$ cat config.mk
export PLATFORM = sky130hd
export DESIGN_NAME = parallel_in_serial_out_piso_param
export DESIGN_NICKNAME = d
export VERILOG_FILES = /design/src/rtl/parallel_in_serial_out_piso_param.sv
export SDC_FILE = /design/constraint.sdc
export NUM_CORES = 1
export LEC_CHECK = 0
export ABC_AREA = 1
export CAP_MARGIN = 25
export CORE_ASPECT_RATIO = 0.5
export CORE_MARGIN = 3
export CORE_UTILIZATION = 45
export DETAILED_ROUTE_END_ITERATION = 16
export GPL_TIMING_DRIVEN = 0
export PLACE_DENSITY_LB_ADDON = 0.12
export RECOVER_POWER = 25
export SYNTH_ARGS = -nofsm -noshare
export SYNTH_HDL_FRONTEND = slang
export SYNTH_SLANG_ARGS = --single-unit
export TNS_END_PERCENT = 10
$ cat constraint.sdc
create_clock -name Clk_In -period 1.6 [get_ports Clk_In]
set_clock_uncertainty 0.05 [all_clocks]
set_input_delay 0.16 -clock Clk_In [delete_from_list [all_inputs] [get_ports Clk_In]]
set_output_delay 0.16 -clock Clk_In [all_outputs]
set_load 0.02 [all_outputs]
$ cat src/rtl/parallel_in_serial_out_piso_param.sv
// rtl/parallel_in_serial_out_piso_param.sv - parameterised parallel-in serial-out serialiser
// Purpose: accepts a DATA_WIDTH word over a valid/ready handshake and shifts it out
//   one bit per enabled cycle, MSB or LSB first, with start/done frame strobes.
//   Back-to-back frames are supported by accepting the next word on the final frame cycle.
// Optional feature macro: PISO_PARITY_EN appends one even-parity bit after the data bits.
// Ports:
//   Clk_In            - clock, rising edge
//   Reset_N_In        - asynchronous active-low reset
//   Enable_In         - global advance qualifier; low freezes all state
//   Load_Valid_In     - a parallel word is offered
//   Parallel_Data_In  - word to serialise
//   Load_Ready_Out    - word is accepted this cycle if Load_Valid_In is high
//   Serial_Data_Out   - current serial bit
//   Serial_Valid_Out  - Serial_Data_Out carries a frame bit
//   Frame_Start_Out   - strobe on the first bit of a frame
//   Frame_Done_Out    - strobe on the final cycle of a frame
//   Busy_Out          - state is not IDLE
module parallel_in_serial_out_piso_param #(
  parameter int DATA_WIDTH = 32,
  parameter int MSB_FIRST  = 1
) (
  input  logic                  Clk_In,
  input  logic                  Reset_N_In,
  input  logic                  Enable_In,
  input  logic                  Load_Valid_In,
  input  logic [DATA_WIDTH-1:0] Parallel_Data_In,
  output logic                  Load_Ready_Out,
  output logic                  Serial_Data_Out,
  output logic                  Serial_Valid_Out,
  output logic                  Frame_Start_Out,
  output logic                  Frame_Done_Out,
  output logic                  Busy_Out
);

  localparam int            CW       = $clog2(DATA_WIDTH);
  localparam logic [CW-1:0] LAST_CNT = CW'(DATA_WIDTH - 1);

`ifdef PISO_PARITY_EN
  typedef enum logic [1:0] {IDLE = 2'd0, SHIFT = 2'd1, PARITY = 2'd2} state_t;
`else
  typedef enum logic [1:0] {IDLE = 2'd0, SHIFT = 2'd1} state_t;
`endif

  state_t                  state, state_next;
  logic [DATA_WIDTH-1:0]   shift_reg, shift_next, shifted;
  logic [CW-1:0]           bit_cnt, cnt_next;
  logic                    rst_done;
  logic                    final_cycle;
  logic                    load_accept;
  logic                    head_bit;
`ifdef PISO_PARITY_EN
  logic                    parity_acc, parity_next;
`endif

  // The bit on the line is always at the head end of the shift register.
  assign head_bit = (MSB_FIRST != 0) ? shift_reg[DATA_WIDTH-1] : shift_reg[0];
  assign shifted  = (MSB_FIRST != 0) ? {shift_reg[DATA_WIDTH-2:0], 1'b0}
                                     : {1'b0, shift_reg[DATA_WIDTH-1:1]};

`ifdef PISO_PARITY_EN
  assign final_cycle = (state == PARITY);
`else
  assign final_cycle = (state == SHIFT) && (bit_cnt == LAST_CNT);
`endif

  // rst_done keeps ready low while reset is held and until the first edge after release.
  assign Load_Ready_Out   = Enable_In && rst_done && ((state == IDLE) || final_cycle);
  assign load_accept      = Load_Valid_In && Load_Ready_Out;
  assign Serial_Valid_Out = Enable_In && (state != IDLE);
  assign Frame_Start_Out  = Enable_In && (state == SHIFT) && (bit_cnt == '0);
  assign Frame_Done_Out   = Enable_In && final_cycle;
  assign Busy_Out         = (state != IDLE);

  // Depends only on held state, so the value naturally holds while Enable_In is low.
  always_comb begin
    Serial_Data_Out = 1'b0;
    case (state)
      SHIFT:   Serial_Data_Out = head_bit;
`ifdef PISO_PARITY_EN
      PARITY:  Serial_Data_Out = parity_acc;
`endif
      default: Serial_Data_Out = 1'b0;
    endcase
  end

  always_comb begin
    state_next  = state;
    shift_next  = shift_reg;
    cnt_next    = bit_cnt;
`ifdef PISO_PARITY_EN
    parity_next = parity_acc;
`endif
    if (Enable_In) begin
      if (load_accept) begin
        // Also covers the final frame cycle, giving gap-free back-to-back frames.
        state_next  = SHIFT;
        shift_next  = Parallel_Data_In;
        cnt_next    = '0;
`ifdef PISO_PARITY_EN
        parity_next = ^Parallel_Data_In;
`endif
      end else begin
        case (state)
          SHIFT: begin
            if (bit_cnt == LAST_CNT) begin
`ifdef PISO_PARITY_EN
              // Counter parks at LAST_CNT through the parity cycle.
              state_next = PARITY;
`else
              state_next = IDLE;
              shift_next = '0;
              cnt_next   = '0;
`endif
            end else begin
              shift_next = shifted;
              cnt_next   = bit_cnt + CW'(1);
            end
          end
`ifdef PISO_PARITY_EN
          PARITY: begin
            state_next  = IDLE;
            shift_next  = '0;
            cnt_next    = '0;
            parity_next = 1'b0;
          end
`endif
          default: ;
        endcase
      end
    end
  end

  always_ff @(posedge Clk_In or negedge Reset_N_In) begin
    if (!Reset_N_In) begin
      state      <= IDLE;
      shift_reg  <= '0;
      bit_cnt    <= '0;
      rst_done   <= 1'b0;
`ifdef PISO_PARITY_EN
      parity_acc <= 1'b0;
`endif
    end else begin
      state      <= state_next;
      shift_reg  <= shift_next;
      bit_cnt    <= cnt_next;
      rst_done   <= 1'b1;
`ifdef PISO_PARITY_EN
      parity_acc <= parity_next;
`endif
    end
  end

endmodule

==> impl_metrics.sql <==
INSERT INTO impl_metrics (metric_group, metric, value, unit) VALUES
('power', 'power.share.clock', '21.0', '%'),
('sta', 'final-max-slew-violation-count', '0', ''),
('floorplanning', 'row_count', '16', ''),
('floorplanning', 'initial_utilization', '50.3', '%'),
('finish', 'final_net_count', '358', ''),
('clocking', 'numCtsBuffers', '5', ''),
('power', 'switchingPower', '1.23', 'mW'),
('placed_design', 'place_ws', '-0.780', 'ns'),
('worst_setup_path', 'startpoint_type', 'flop', ''),
('finish', 'final_design_area_no_fill', '2910', 'um2'),
('synth', 'mappedNetlistNets', '302', ''),
('global_route', 'wire_length_of_the_first_global_routing_pass', '9780', 'um'),
('sta', 'whs', '0.208', 'ns'),
('drt', 'vias_per_cell', '5.63', ''),
('sta', 'fin_crit_sh', '116', '%'),
('power', 'vdd.ir_drop.worst', '461', 'uV'),
('floorplanning', 'core_area', '4200', 'um2'),
('sta', 'hold_viol', '0', ''),
('sta', 'max_freq', '538', 'MHz'),
('synth', 'synth.lib_cells_used.distinct', '18', ''),
('clocking', 'cts_root_buf', 'sky130_fd_sc_hd__clkbuf_8', ''),
('power', 'post-layout-total-power', '3.56', 'mW'),
('global_route', 'antenna_found_initial', '0', ''),
('synth', 'synth.avg_cell_area', '8.04', 'um2'),
('finish', 'final_layout_size_suffix_gt1_share', '15.9', '%'),
('placed_design', 'numPortBuffers', '40', ''),
('clocking', 'tritoncts_num_sinks', '39', ''),
('sta', 'worst_slew_pin_slew', '1.01', 'ns'),
('synth', 'post-synth-top-area-cell', 'sky130_fd_sc_hd__dfrtp_1', ''),
('power', 'share_comb_of_total_power', '35.6', '%'),
('drt', 'avgRoutedWirePerCell', '15.7', 'um'),
('worst_setup_path', 'required_arrival_time_at_the_worst_endpoint', '1.39', 'ns'),
('worst_setup_path', 'critPathArrivalTime', '1.65', 'ns'),
('drt', 'route.detailed.drc', '0', ''),
('drt', 'wl', '5860', 'um'),
('power', 'seq_power_share', '43.4', '%'),
('finish', 'fillerInstances', '366', ''),
('drt', 'drt_iter0_markers', '140', ''),
('drt', 'route.antenna.remaining_nets', '0', ''),
('worst_setup_path', 'setup.worst_path.class', 'flop to primary output', ''),
('finish', 'diodes', '0', ''),
('synth', 'synthTopCellsByArea', 'sky130_fd_sc_hd__dfrtp_1 46%, sky130_fd_sc_hd__nand3_1 24%, sky130_fd_sc_hd__nand3b_1 9.9%', ''),
('clocking', 'clk-insertion-delay-late', '0.30', 'ns'),
('clocking', 'cts_htree_levels', '2', ''),
('synth', 'synth_warnings', '0', ''),
('finish', 'area_growth_syn_to_layout', '37.8', '%'),
('synth', 'synth-seq-area-share', '46.2', '%'),
('power', 'cellPowerDensity', '1220', 'nW/um2'),
('placed_design', 'detailed_place_hpwl', '3820', 'um'),
('sta', 'final_period_minus_worst_setup_slack', '1.86', 'ns'),
('clocking', 'cts.reportedPaths.clkPinSlew', '0.08', 'ns'),
('sta', 'worst_slack', '-0.258', 'ns'),
('outcome', 'status', 'finished, violations left', ''),
('finish', 'layout_commonest_cell', 'sky130_fd_sc_hd__nand3_1', ''),
('floorplanning', 'floorplan.die.height', '54.5', 'um'),
('sta', 'setup_failing_eps_final', '42', ''),
('global_route', 'grt_max_degree', '40', ''),
('run', 'drv_cap', '0', ''),
('synth', 'synth_top_cell_area_share', '46.2', '%'),
('placed_design', 'placedInstanceArea', '2630', 'um2'),
('power', 'power.leakage', '1.32', 'nW'),
('synth', 'netlist_area', '2110', 'um2'),
('worst_hold_path', 'timing.hold.worst.class', 'primary input to flop', ''),
('worst_setup_path', 'critPathCaptureType', 'primary output', ''),
('floorplanning', 'floorplan.die_area', '5610', 'um2'),
('placed_design', 'gp_congestion', '0.774', ''),
('power', 'power.switching_fraction', '34.6', '%'),
('sta', 'setup_repair_after_global_routing_missed_its_margin', 'true', ''),
('outcome', 'failed_checks', 'setup timing', ''),
('global_route', 'via_count_of_the_first_global_routing_pass', '2038', ''),
('sta', 'timing.max_slew.rel_slack', '32.7', '%');
[cell families after synthesis]
group,synth area share (%)
AND/OR/NAND/NOR,43.9
flip-flops,46.2
buffers and inverters,6.63
AO/OA/AOI/OAI,0.888
adder cells (fa/ha/maj),1.78
multiplexers,0.473
other,0.177
[final cells by class]
cell class                 instances  area (um2)  share of cell area [%]
buffer                            23         195                    6.70
sequential                        39         977                    33.5
multi-input combinational        191        1070                    36.6
tap                               54        67.6                    2.32
clock buffer                       8         100                    3.44
inverter                          10        45.0                    1.55
timing repair buffer              49         462                    15.9
[synthesized netlist by cell type]
| library cell | n |
|---|---|
| sky130_fd_sc_hd__nand3_1 | 101 |
| sky130_fd_sc_hd__nand2_1 | 47 |
| sky130_fd_sc_hd__dfrtp_1 | 39 |
| sky130_fd_sc_hd__nand3b_1 | 28 |
| sky130_fd_sc_hd__clkbuf_1 | 12 |
| sky130_fd_sc_hd__buf_2 | 10 |
| sky130_fd_sc_hd__inv_1 | 8 |
| sky130_fd_sc_hd__ha_1 | 3 |
| sky130_fd_sc_hd__nor2_1 | 3 |
| sky130_fd_sc_hd__inv_2 | 2 |
| sky130_fd_sc_hd__nand4_1 | 2 |
| sky130_fd_sc_hd__o21ai_0 | 2 |
| sky130_fd_sc_hd__a21oi_2 | 1 |
| sky130_fd_sc_hd__buf_4 | 1 |
| sky130_fd_sc_hd__conb_1 | 1 |
| sky130_fd_sc_hd__mux2i_1 | 1 |
| sky130_fd_sc_hd__nor3_1 | 1 |
| sky130_fd_sc_hd__nor3b_1 | 1 |
[layer usage]
| layer | share of wire [%] | global-route usage (%) |
|---|---|---|
| met1 | 46 | 32.0 |
| met2 | 46 | 35.2 |
| met3 | 6.3 | 5.60 |
| met4 | 0.78 | 7.10 |
| met5 | 0 | 0 |
[metrics by stage]
stage | setup TNS (ns) | instances
after floorplan | -0.824 | 263
after global placement | -37.67 | 357
after CTS | -8.04 | 373
after global routing | -10.05 | 374
final | -5.93 | 374
after detailed placement | -13.16 | 357
[power groups by stage]
stage                     logic, mW  clock network, mW  registers (mW)
after floorplan               0.762                  0            1.51
after global placement         1.04                  0            1.54
after detailed placement       1.09                  0            1.55
after CTS                      1.23              0.758            1.52
after global routing           1.44              0.800            1.58
final                          1.27              0.748            1.54
[worst max-delay path, stage by stage (launching register included)]
cell                      delay (ns)
sky130_fd_sc_hd__dfrtp_1        0.37
sky130_fd_sc_hd__ha_2           0.20
sky130_fd_sc_hd__nand2_2        0.08
sky130_fd_sc_hd__nor2_4         0.10
sky130_fd_sc_hd__ha_4           0.15
sky130_fd_sc_hd__inv_4          0.06
sky130_fd_sc_hd__a21oi_4        0.15
sky130_fd_sc_hd__buf_6          0.13
sky130_fd_sc_hd__buf_6          0.11
[what timing repair did]
action                                  CTS  global route
hold endpoints to repair                 39             0
endpoints found under the setup margin   44            42
resized for setup                        46            11
cloned                                    0             0
hold buffers                              1             0
setup buffers                             7             1
pin swaps                                 6             3
[final timing paths]
check | cells past startpoint | slack (ns) | endpoint | from
max | 8 | -0.26 | Load_Ready_Out | bit_cnt[0]
min | 3 | 0.21 | shift_reg[5] | Load_Valid_In
max reg2reg | 9 | -0.21 | shift_reg[17] | bit_cnt[0]
min reg2reg | 2 | 0.46 | shift_reg[3] | shift_reg[2]
max in group asynchronous | 2 | 0.29 | state[0] | Reset_N_In
min in group asynchronous | 2 | 0.53 | shift_reg[20] | Reset_N_In
No activity file was read; power rests on OpenSTA's default activity.
